`config.mk`:
```
export PLATFORM = sky130hd
export DESIGN_NAME = fifo_rd_stream_flat
export DESIGN_NICKNAME = d
export VERILOG_FILES = /design/src/rtl/fifo_rd_stream_pkg.sv /design/src/rtl/fifo_rd_stream_if.sv /design/src/rtl/fifo_rd_skid.sv /design/src/rtl/fifo_rd_stream.sv /design/src/flat_wrapper.sv
export SDC_FILE = /design/constraint.sdc
export NUM_CORES = 1
export LEC_CHECK = 0
export ABC_CLOCK_PERIOD_IN_PS = 5900
export BUFFER_PORTS_ARGS = -buffer_cell sky130_fd_sc_hd__buf_2
export CORE_MARGIN = 2
export CORE_UTILIZATION = 55
export DETAILED_ROUTE_END_ITERATION = 8
export GPL_ROUTABILITY_DRIVEN = 1
export PLACE_DENSITY = 0.9
export SYNTH_ARGS = -nofsm -noshare
export SYNTH_HDL_FRONTEND = slang
export SYNTH_SLANG_ARGS = --single-unit
```
`constraint.sdc`:
```
create_clock -name i_clk -period 5.9 [get_ports i_clk]
set_input_delay 0.295 -clock i_clk [delete_from_list [all_inputs] [get_ports i_clk]]
set_output_delay 0.295 -clock i_clk [all_outputs]
set_load 0.03 [all_outputs]
```
`src/rtl/fifo_rd_stream_pkg.sv`:
```
// -----------------------------------------------------------------------------
// fifo_rd_stream_pkg
// Shared types and defaults for the FIFO read-side drain stage.
//   occ_t        : skid-buffer occupancy (0..2)
//   level_after(): occupancy the skid buffer will have next cycle, counting the
//                  word currently in flight from the FIFO and the word leaving now
// -----------------------------------------------------------------------------
package fifo_rd_stream_pkg;

    localparam int DW_DEF      = 16;
    localparam int PKT_LEN_DEF = 8;
    localparam int CW_DEF      = 16;

    localparam int OCC_W = 2;
    typedef logic [OCC_W-1:0] occ_t;

    localparam occ_t SKID_DEPTH = 2'd2;

    // occ + infl - pop. A pop implies occ >= 1, so this never underflows.
    function automatic logic [2:0] level_after(occ_t occ, logic infl, logic pop);
        return {1'b0, occ} + {2'b00, infl} - {2'b00, pop};
    endfunction

endpackage

```
`src/rtl/fifo_rd_stream_if.sv`:
```
// -----------------------------------------------------------------------------
// fifo_rd_stream_if
// Valid/ready stream leaving the drain stage. Signal names carry the direction
// as seen from the producer (fifo_rd_stream).
//   o_valid : stream data valid
//   i_ready : downstream ready
//   o_data  : stream data (DW bits)
//   o_last  : final beat of a packet
// Modports: master = producer, slave = consumer.
// -----------------------------------------------------------------------------
interface fifo_rd_stream_if #(
    parameter int DW = 16
);
    logic          o_valid;
    logic          i_ready;
    logic [DW-1:0] o_data;
    logic          o_last;

    modport master (output o_valid, output o_data, output o_last, input  i_ready);
    modport slave  (input  o_valid, input  o_data, input  o_last, output i_ready);
endinterface

```
`src/rtl/fifo_rd_skid.sv`:
```
// -----------------------------------------------------------------------------
// fifo_rd_skid
// Two-entry register FIFO. The head register drives the stream data directly,
// so the output is registered and holds while the entry waits to be popped.
//   i_clk, i_rstn : clock, asynchronous active-low reset
//   i_push, i_din : write one word at the tail
//   i_pop         : remove the head word (only while o_occ != 0)
//   o_head        : current head word
//   o_occ         : number of stored words (0..2)
// -----------------------------------------------------------------------------
module fifo_rd_skid
    import fifo_rd_stream_pkg::*;
#(
    parameter int DW = DW_DEF
) (
    input  logic          i_clk,
    input  logic          i_rstn,
    input  logic          i_push,
    input  logic [DW-1:0] i_din,
    input  logic          i_pop,
    output logic [DW-1:0] o_head,
    output occ_t          o_occ
);

    logic [DW-1:0] r_head;
    logic [DW-1:0] r_tail;
    occ_t          r_occ;

    // NOTE: both storage words are reset because the head is the visible
    // output and must read 0 out of reset; at two entries this costs nothing.
    always_ff @(posedge i_clk or negedge i_rstn) begin
        if (!i_rstn) begin
            r_head <= '0;
            r_tail <= '0;
            r_occ  <= '0;
        end else begin
            // NOTE: non-blocking assignments so that the pop case reads the
            // pre-edge tail when shifting it into the head.
            case ({i_push, i_pop})
                2'b10: begin
                    if (r_occ == 2'd0) r_head <= i_din;
                    else               r_tail <= i_din;
                    r_occ <= r_occ + occ_t'(1);
                end
                2'b01: begin
                    r_head <= r_tail;
                    r_occ  <= r_occ - occ_t'(1);
                end
                2'b11: begin
                    // Occupancy unchanged: head advances, new word lands behind it.
                    if (r_occ == SKID_DEPTH) begin
                        r_head <= r_tail;
                        r_tail <= i_din;
                    end else begin
                        r_head <= i_din;
                    end
                end
                default: ;
            endcase
        end
    end

    assign o_head = r_head;
    assign o_occ  = r_occ;

    a_occ_bound:  assert property (@(posedge i_clk) disable iff (!i_rstn)
                                   r_occ <= SKID_DEPTH);
    a_no_overrun: assert property (@(posedge i_clk) disable iff (!i_rstn)
                                   !(i_push && !i_pop && r_occ == SKID_DEPTH));
    a_no_underrun: assert property (@(posedge i_clk) disable iff (!i_rstn)
                                    !(i_pop && r_occ == 2'd0));

endmodule

```
`src/rtl/fifo_rd_stream.sv`:
```
// -----------------------------------------------------------------------------
// fifo_rd_stream
// Read-side drain stage for an async FIFO (read clock domain). Issues a FIFO
// read whenever the FIFO is non-empty and the skid buffer will have room for
// the word one cycle later, absorbs the FIFO's one-cycle read latency, and
// presents the words as a valid/ready stream framed into PKT_LEN-beat packets.
//   i_clk, i_rstn  : clock, asynchronous active-low reset
//   i_fifo_empty   : FIFO empty flag
//   o_fifo_ren     : FIFO read enable (combinational; follows i_ready)
//   i_fifo_rdata   : FIFO read data, valid one cycle after a read
//   s_out          : stream master (o_valid / i_ready / o_data / o_last)
//   o_pkt_cnt      : completed packets, wraps modulo 2^CW
// PKT_LEN must lie in 1..65535.
// -----------------------------------------------------------------------------
module fifo_rd_stream
    import fifo_rd_stream_pkg::*;
#(
    parameter int DW      = DW_DEF,
    parameter int PKT_LEN = PKT_LEN_DEF,
    parameter int CW      = CW_DEF
) (
    input  logic                  i_clk,
    input  logic                  i_rstn,
    input  logic                  i_fifo_empty,
    output logic                  o_fifo_ren,
    input  logic [DW-1:0]         i_fifo_rdata,
    fifo_rd_stream_if.master      s_out,
    output logic [CW-1:0]         o_pkt_cnt
);

    localparam logic [15:0] LAST_BEAT = 16'(PKT_LEN - 1);

    logic          r_infl;
    logic [15:0]   r_beat;
    logic [CW-1:0] r_pkt_cnt;

    logic          w_pop;
    logic          w_last;
    occ_t          w_occ;
    logic [DW-1:0] w_head;

    fifo_rd_skid #(.DW(DW)) u_skid (
        .i_clk  (i_clk),
        .i_rstn (i_rstn),
        .i_push (r_infl),
        .i_din  (i_fifo_rdata),
        .i_pop  (w_pop),
        .o_head (w_head),
        .o_occ  (w_occ)
    );

    assign w_pop  = s_out.o_valid & s_out.i_ready;
    assign w_last = (r_beat == LAST_BEAT) & s_out.o_valid;

    // Read only if the word arriving next cycle is guaranteed a slot. Counting
    // this cycle's pop lets a read go out while the buffer looks full, which is
    // what sustains one beat per cycle. Gated by reset so the read enable is
    // quiet while the block is held in reset.
    assign o_fifo_ren = i_rstn & ~i_fifo_empty &
                        (level_after(w_occ, r_infl, w_pop) < 3'd2);

    always_ff @(posedge i_clk or negedge i_rstn) begin
        if (!i_rstn) begin
            r_infl    <= 1'b0;
            r_beat    <= '0;
            r_pkt_cnt <= '0;
        end else begin
            r_infl <= o_fifo_ren;
            if (w_pop) begin
                if (w_last) begin
                    r_beat    <= '0;
                    r_pkt_cnt <= r_pkt_cnt + CW'(1);
                end else begin
                    r_beat    <= r_beat + 16'd1;
                end
            end
        end
    end

    assign s_out.o_valid = (w_occ != 2'd0);
    assign s_out.o_data  = w_head;
    assign s_out.o_last  = w_last;
    assign o_pkt_cnt     = r_pkt_cnt;

endmodule
```
`src/flat_wrapper.sv`:
```
// flat-port wrapper written by rule: the top's interface ports become plain ports
module fifo_rd_stream_flat import fifo_rd_stream_pkg::*;
#(
    parameter int DW      = DW_DEF,
    parameter int PKT_LEN = PKT_LEN_DEF,
    parameter int CW      = CW_DEF
)
  (i_clk, i_rstn, i_fifo_empty, o_fifo_ren, i_fifo_rdata, o_pkt_cnt, s_out_o_valid, s_out_o_data, s_out_o_last, s_out_i_ready);
  fifo_rd_stream_if #(.DW(DW)) s_out_i ();
  input  logic i_clk;
  input  logic i_rstn;
  input  logic i_fifo_empty;
  output logic o_fifo_ren;
  input  logic [DW-1:0] i_fifo_rdata;
  output logic [CW-1:0] o_pkt_cnt;
  output wire logic [$bits(s_out_i.o_valid)-1:0] s_out_o_valid;
  output wire logic [$bits(s_out_i.o_data)-1:0] s_out_o_data;
  output wire logic [$bits(s_out_i.o_last)-1:0] s_out_o_last;
  input wire logic [$bits(s_out_i.i_ready)-1:0] s_out_i_ready;
  assign s_out_o_valid = s_out_i.o_valid;
  assign s_out_o_data = s_out_i.o_data;
  assign s_out_o_last = s_out_i.o_last;
  assign s_out_i.i_ready = s_out_i_ready;
  fifo_rd_stream #(.DW(DW), .PKT_LEN(PKT_LEN), .CW(CW)) u_core (.i_clk(i_clk), .i_rstn(i_rstn), .i_fifo_empty(i_fifo_empty), .o_fifo_ren(o_fifo_ren), .i_fifo_rdata(i_fifo_rdata), .s_out(s_out_i), .o_pkt_cnt(o_pkt_cnt));
endmodule
```
==> out/qor_table.md, run 1 <==
| Group | Result | Reported |
|---|---|---|
| clock tree | Clock-pin slew of the registers on the worst-case setup and hold paths | 0.07 ns |
| synth | YS warnings | 0 |
| timing | Worst hold slack after final layout | 0.122 ns |
| synth | FF+latch count, synth | 67 |
| critical path | CP max-delay cell | fa_1 |
| power and ir drop | Static Leak | 1.78 nW |
| clock tree | Clock latency at the later pin of the worst-skew pair | 0.34 ns |
| synth | Number of unique standard cell types used by synthesis | 35 |
| critical path | Worst path most repeated cell | nand2_1 |
| floorplan | Area of the placeable core | 5470 um2 |
| drt | Detail Route Antenna Nets | 0 |
| clock tree | Hold buffer count at cts | 0 |
| floorplan | Number of ports placed on the die boundary | 55 |
| clock tree | Number of sinks on the clock net | 67 |
| global route | Busiest layer in global routing | met2 |
| timing | Number of hold-slack violations in the final timing report | 0 |
| timing | Maximum clock frequency | 0.331 GHz |
| synth | Number of nets in the synthesized netlist | 296 |
| synth | Ys async rst share | 1.00 |
| clock tree | Setup Buffers After CTS | 0 |
| place | # port buffers | 54 |
| run status | Status | completed |
| critical path | List of cells traversed by the critical path | nor2_2, inv_1, nand2_1, ha_1, nand2b_1, fa_1, nand2_1, nor3_1, buf_2 |
| power and ir drop | Peak VDD IR | 239 uV |
| clock tree | CTS Buf Count | 9 |
| finish | Net count reported at finish | 353 |
| drt | Vias after detailed routing | 2,245 |
| timing | Headroom to the max-slew limit | 0.192 |
| clock tree | CTS tree | yes |
| global route | Initial antenna violation count | 0 |
| synth | Sequential share of the synthesized area | 0.542 |
| synth | Number of synthesized flops with an enable pin | 0 |
| place | Final weighted congestion in routability-driven placement | 0.771 |
| floorplan | Total Die Area | 6240 um2 |
| timing | Share of the clock period used by the worst path | 0.512 |
| clock tree | CTS H-Tree Depth | 3 |
| finish | Fraction of layout cells with a size suffix above 1 | 0.312 |
| finish | Number of diodes added for antenna fixing | 0 |
| global route | Met1 global-route usage | 0.258 |
| drt | Length of the first detailed-routing pass in iterations | 5 |
| synth | Post-synth top flop | dfrtp_1 |
| critical path | Largest fanout on the critical path | 8 |
| drt | DRT Wirelength | 5840 um |
| min path | Min-Delay Path Class | in2reg |
| timing | RSZ-0062 raised after global routing | no |
| global route | Maximum number of pins on one net before global-route repair | 69 |
| global route | Met2 global-route usage | 0.343 |
| clock tree | Clock tree root driver cell | clkbuf_8 |
| clock tree | Post-CTS Resized | 0 |
| drt | Number of DRC markers after the initial detailed-route iteration | 94 |
| timing | Final critical path time including I/O delays and setup | 3.02 ns |
| synth | Mean post-synth cell area | 11.5 um2 |
| drt | Residual DRC count | 0 |
| floorplan | Number of rows created at floorplan | 27 |
| clock tree | Clk buf depth | 2 |
| floorplan | Horizontal die dimension | 79.0 um |
| global route | Gr usage total | 0.209 |
| run | Max-Cap Viols | 0 |
| critical path | Kind of launch point of the worst setup path | flip-flop |
| timing | Max Slew Vio Count | 0 |
| place | Placed wire-length estimate after detailed placement | 4030 um |
| global route | Via count of the first global-routing pass | 2,234 |
| timing | Finish-stage setup viols | 0 |
| global route | GRT met3 Usage | 0.0477 |
| timing | Transition time at the pin with the least slew margin | 1.21 ns |
| critical path | CP Class | reg2out |
| critical path | CP Data Arrival Time | 2.73 ns |
| power and ir drop | Cell Pwr Density | 481 nW/um2 |
| critical path | Worst path max stage delay | 0.49 ns |
| drt | Average via count per standard cell | 5.58 |
| timing | Worst setup skew after layout | 0.0120 ns |
| drt | DR WL/cell | 14.5 um |
| floorplan | Starting Density | 0.565 |
| global route | Total overflow reported by the global router | 0 |
| floorplan | Die height | 79.0 um |
| timing | Setup total negative slack | 0 ns |
| min path | Depth of the worst hold-timing path | 2 |
| global route | Global-route wire length before repair | 10,100 um |
| synth | Mapped Cells | 269 |
| critical path | Required time worst endpoint | 5.61 ns |
| critical path | Worst r2r path cells | 7 |
| synth | Synth Cell Area | 3090 um2 |
| finish | Area growth from synthesis to layout | 17.4% |
| critical path | Setup crit end kind | output port |
[kinds of logic after synthesis]
group           Yosys count  synth area share
fa+ha+maj                 7            0.0308
mux                      17            0.0619
simple gates             86             0.158
flops                    67             0.542
xor+xnor                 33            0.0935
compound gates           40            0.0842
buf+inv                  19            0.0295
[stage by stage]
| stage | utilization | worst slack [ns] | power (mW) | cell area (um2) | std cells |
|---|---|---|---|---|---|
| after CTS | 0.663 | 2.85 | 1.75 | 3630 | 402 |
| after detailed placement | 0.624 | 3.09 | 1.34 | 3410 | 387 |
| after global routing | 0.663 | 2.70 | 1.86 | 3630 | 402 |
| final | 0.663 | 2.88 | 1.75 | 3630 | 402 |
| after global placement | 0.624 | 3.16 | 1.30 | 3410 | 387 |
| after floorplan | - | 2.88 | 1.19 | 3090 | 269 |
[state kept, by name (all words and copies together) (netlist names)]
name / count
u_core.u_skid.r_tail: 16
u_core.u_skid.o_head: 16
u_core.r_beat: 16
u_core.u_skid.o_occ: 2
u_core.r_infl: 1
u_core.o_pkt_cnt: 16
[final timing paths]
kind / slack [ns] / endpoint / from
worst max-delay path: 2.88 / o_fifo_ren / u_core.u_skid.o_occ[0]
worst min-delay path: 0.12 / u_core.r_infl / i_fifo_empty
worst min register to register: 0.47 / u_core.o_pkt_cnt[15] / u_core.o_pkt_cnt[15]
max in group asynchronous: 5.23 / u_core.r_beat[12] / i_rstn
worst max register to register: 3.05 / u_core.u_skid.r_tail[9] / u_core.u_skid.o_occ[0]
min in group asynchronous: 0.13 / u_core.u_skid.o_head[4] / i_rstn
[synth_stat cells, types with 2 or more instances]
master / count / area [um2]
a22oi_1: 16 / 120
nand3_1: 12 / 60.1
xor2_1: 20 / 175
nor3_1: 8 / 40.0
o21ai_1: 3 / 15.0
mux2_2: 17 / 191
and4_1: 5 / 43.8
o21ai_0: 16 / 80.1
nand2b_1: 2 / 12.5
nand4_1: 4 / 25.0
nor4_1: 5 / 31.3
dfrtp_1: 67 / 1680
nor4_2: 6 / 75.1
buf_2: 7 / 35.0
xnor2_1: 13 / 114
ha_1: 6 / 75.1
nor2_1: 8 / 30.0
inv_1: 7 / 26.3
nand2_1: 31 / 116
[per-layer routing]
metal  vias to the layer above  share of wire
met5                         -              0
met4                         0          0.017
met3                        10          0.057
met2                        68           0.49
met1                      1100           0.44
li1                       1067              -
[critical path, delay by kind of cell, from the launching register on]
kind / cells / cell delay, ns
buffers and inverters: 2 / 0.32
DFF: 1 / 0.48
and+or+nand+nor: 5 / 0.80
adders and majority gates: 2 / 0.77
[final cells by class]
type                    count  area [um2]
repair buffers             57         293
inverters                   8        30.0
well taps                  72        90.1
fillers                   428        1840
flip-flops and latches     67        1680
clock inverters             5        77.6
multi-input cells         183        1320
clock buffers              10         138
[cells in the final DEF (no fill, tap or decap), types with 3 or more instances in the layout]
master,n
nor4_2,6
nor4_1,5
o21ai_1,3
nand4_1,4
nand3_1,12
o21ai_0,16
mux2_2,17
nand2_1,31
buf_4,3
a22oi_1,16
xnor2_1,13
buf_2,54
ha_1,6
dfrtp_1,67
nor3_1,8
xor2_1,20
nor2_1,8
and4_1,5
clkbuf_8,10
inv_1,7
[power breakdown]
part | internal [mW] | total (mW) | leakage, nW | switching [mW]
registers | 0.600 | 0.708 | 0.870 | 0.109
logic | 0.234 | 0.620 | 0.803 | 0.386
clock network | 0.246 | 0.418 | 0.108 | 0.172
Power figures use the tool's default switching activity.
==> run 2: changes to the inputs <==
--- a/config.mk
+++ b/config.mk
@@ -5,13 +5,13 @@
 export SDC_FILE = /design/constraint.sdc
 export NUM_CORES = 1
 export LEC_CHECK = 0
-export ABC_CLOCK_PERIOD_IN_PS = 5900
+export ABC_CLOCK_PERIOD_IN_PS = 2770
 export BUFFER_PORTS_ARGS = -buffer_cell sky130_fd_sc_hd__buf_2
 export CORE_MARGIN = 2
-export CORE_UTILIZATION = 55
+export CORE_UTILIZATION = 50
 export DETAILED_ROUTE_END_ITERATION = 8
 export GPL_ROUTABILITY_DRIVEN = 1
-export PLACE_DENSITY = 0.9
+export PLACE_DENSITY = 0.86
 export SYNTH_ARGS = -nofsm -noshare
 export SYNTH_HDL_FRONTEND = slang
 export SYNTH_SLANG_ARGS = --single-unit
==> constraint.sdc (replaced) <==
create_clock -name i_clk -period 2.77 [get_ports i_clk]
set_input_delay 0.1385 -clock i_clk [delete_from_list [all_inputs] [get_ports i_clk]]
set_output_delay 0.1385 -clock i_clk [all_outputs]
set_load 0.03 [all_outputs]
==> run 2 against run 1 <==
The flow now finishes with violations (negative hold slack). Worst setup slack worse by 2.7 ns. Die area is 9.5% higher. Cell area is 1.7% higher. Largest power group unchanged.
==> out/qor_table.md, run 2 (synthesis gave the netlist of run 1 again) <==
| Group | Result | Reported | Delta |
|---|---|---|---|
| clock tree | Clock latency at the later pin of the worst-skew pair | 0.35 ns | about the same |
| timing | Maximum clock frequency | 0.386 GHz |  |
| timing | Worst hold slack after final layout | -0.00782 ns | -0.130 ns |
| power and ir drop | Cell Pwr Density | 1020 nW/um2 | +110% |
| finish | Net count reported at finish | 360 | +2.0% |
| finish | Number of non-filler instances in the completed layout | 413 | +2.7% |
| clock tree | Clk buf depth | 2 | unchanged |
| place | Placed wire-length estimate after detailed placement | 4000 um | -0.90% |
| floorplan | Starting Density | 0.519 | -0.0458 |
| finish | Commonest non-fill, non-tap cells in the layout | dfrtp_1 (66), buf_2 (53), nand2_1 (30) |  |
| clock tree | Clock tree root driver cell | clkbuf_8 |  |
| clock tree | Clock-pin slew of the registers on the worst-case setup and hold paths | 0.08 ns | about the same |
| timing | Max Slew Vio Count | 0 | unchanged |
| drt | Residual DRC count | 0 | unchanged |
| run status | Violated checks | negative hold slack |  |
| timing | Finish-stage setup viols | 0 | unchanged |
| place | Final weighted congestion in routability-driven placement | 0.810 | +5.1% |
| floorplan | Number of rows created at floorplan | 28 | +3.7% |
| clock tree | Number of sinks on the clock net | 67 | unchanged |
| drt | Vias after detailed routing | 2,263 | +0.80% |
| drt | Average via count per standard cell | 5.48 | -1.9% |
| drt | DR WL/cell | 14.7 um | +1.4% |
| timing | Post-route worst setup slack | 0.180 ns | -2.70 ns |
| critical path | CP Class | reg2out |  |
| run status | Status | complete, but fails checks |  |
| critical path | List of cells traversed by the critical path | nor2_4, inv_1, nand2_2, ha_1, nand2b_1, fa_1, xor2_1, nor3_2, buf_4 |  |
| finish | Area growth from synthesis to layout | 19.3% |  |
| drt | Detail Route Antenna Nets | 0 | unchanged |
| power and ir drop | Peak VDD IR | 608 uV | +150% |
| global route | Global-route wire length before repair | 9830 um | -2.9% |
| floorplan | Total Die Area | 6830 um2 | +9.5% |
| floorplan | Horizontal die dimension | 82.6 um | +4.6% |
| place | DP Cell Count | 394 | +1.8% |
| finish | Area of the multi-input gates | 1340 um2 | +0.95% |
| timing | Headroom to the max-slew limit | 0.443 | +0.251 |
| critical path | Worst path max stage delay | 0.44 ns | -0.05 ns |
| drt | Length of the first detailed-routing pass in iterations | 4 | -1 |
| clock tree | CTS tree | yes |  |
| global route | Gr usage total | 0.194 | -0.0150 |
| critical path | Worst r2r path cells | 8 | +1 |
| floorplan | Area of the placeable core | 5960 um2 | +8.8% |
| power and ir drop | Static Leak | 1.81 nW | +1.5% |
| critical path | Largest fanout on the critical path | 4 | -4 |
| finish | Commonest non-fill, non-tap cell in the layout | dfrtp_1 |  |
| finish | Number of diodes added for antenna fixing | 0 | unchanged |
| timing | Worst setup skew after layout | 0.0101 ns | -0.00184 ns |
| finish | Number of fillers in the final layout | 486 | +14% |
| critical path | Kind of launch point of the worst setup path | flip-flop |  |
| timing | Final critical path time including I/O delays and setup | 2.59 ns |  |
| timing | Number of hold-slack violations in the final timing report | 4 | +4 |
| clock tree | CTS Buf Count | 9 | unchanged |
| timing | Setup total negative slack | 0 ns | unchanged |
| global route | Via count of the first global-routing pass | 2,113 | -5.4% |
| floorplan | Die height | 82.6 um | +4.6% |
| place | # port buffers | 54 | unchanged |
| run | Max-Cap Viols | 0 | unchanged |
| timing | Share of the clock period used by the worst path | 0.935 |  |
| floorplan | Number of ports placed on the die boundary | 55 | unchanged |
| finish | Fraction of layout cells with a size suffix above 1 | 0.334 | +0.0222 |
| min path | Min-Delay Path Class | in2async |  |
| timing | RSZ-0062 raised after global routing | no |  |
| finish | Area taken by flip-flops and latches | 1680 um2 | about the same |
| global route | Maximum number of pins on one net before global-route repair | 68 | -1.4% |
| critical path | CP max-delay cell | dfrtp_2 |  |
| drt | Number of DRC markers after the initial detailed-route iteration | 135 | +44% |
| global route | Initial antenna violation count | 0 | unchanged |
| critical path | CP Data Arrival Time | 2.45 ns | -0.28 ns |
| critical path | Required time worst endpoint | 2.63 ns | -2.98 ns |
| global route | Total overflow reported by the global router | 0 | unchanged |
| timing | Transition time at the pin with the least slew margin | 0.836 ns | -0.375 ns |
| clock tree | CTS H-Tree Depth | 3 | unchanged |
| critical path | Setup crit end kind | output port |  |
| place | Post-place setup slack | 0.355 ns | -2.73 ns |
| drt | DRT Wirelength | 6080 um | +4.2% |
==> run 2: changes by cell type in the layout (fill, tap and decap cells not counted), sizes merged <==
cell,before,now
clkbuf,10,9
inv,8,9
buf,57,63
clkinv,2,4
dlygate4sd3,0,1
bufinv,2,1
==> run 2: worst max-delay path, delay by kind of cell (launching register included) <==
family | cells | cell delay, ns
XOR/XNOR | 1 | 0.16
adder cells (fa/ha/maj) | 2 | 0.65
buffers and inverters | 2 | 0.26
flip-flops | 1 | 0.44
AND/OR/NAND/NOR | 4 | 0.61
==> run 2: path summary, 6_finish.rpt <==
kind                                              from                       end  slack (ns)
worst max-delay path            u_core.u_skid.o_occ[0]                o_fifo_ren        0.18
worst min-delay path                            i_rstn   u_core.u_skid.o_head[2]      -0.008
worst max register to register  u_core.u_skid.o_occ[0]  u_core.u_skid.r_tail[14]        0.67
worst min register to register    u_core.o_pkt_cnt[15]      u_core.o_pkt_cnt[15]        0.46
max in group asynchronous                       i_rstn    u_core.u_skid.o_occ[0]        2.18
min in group i_clk                    i_fifo_rdata[12]  u_core.u_skid.r_tail[12]        0.04
==> run 2: power breakdown <==
group,leakage (nW),switching (mW),internal [mW]
Sequential,0.869,0.203,1.28
Combinational,0.838,0.885,0.559
Clock,0.0998,0.400,0.421
==> run 2: metrics by stage <==
| stage | total power [mW] | util | instance area, um2 |
|---|---|---|---|
| after floorplan | 2.54 | - | 3100 |
| after global placement | 2.83 | 0.580 | 3450 |
| after detailed placement | 2.90 | 0.580 | 3450 |
| after CTS | 3.74 | 0.616 | 3670 |
| after global routing | 4.00 | 0.620 | 3690 |
| final | 3.75 | 0.620 | 3690 |
==> run 2: area by class of cell <==
type	instances	share of cell area
Sequential cell	67	0.455
Timing Repair Buffer	64	0.0949
Clock buffer	9	0.0336
Clock inverter	7	0.0210
Tap cell	75	0.0254
Multi-Input combinational cell	183	0.362
Inverter	8	0.00814
==> run 2: what timing repair did <==
| item | 4_1_cts | 5_1_grt |
|---|---|---|
| endpoints found under the hold margin | 1 | 0 |
| hold buffers | 1 | 0 |
| resized for setup | 2 | 2 |
| buffers inserted | 0 | 2 |
| endpoints found under the setup margin | 1 | 1 |
==> run 2: routing by layer <==
metal	vias up	wire, um	GRT usage
li1	1083	-	-
met1	1108	2680	0.242
met2	65	2950	0.313
met3	7	392	0.0717
met4	0	65	0.0623
met5	-	0	0
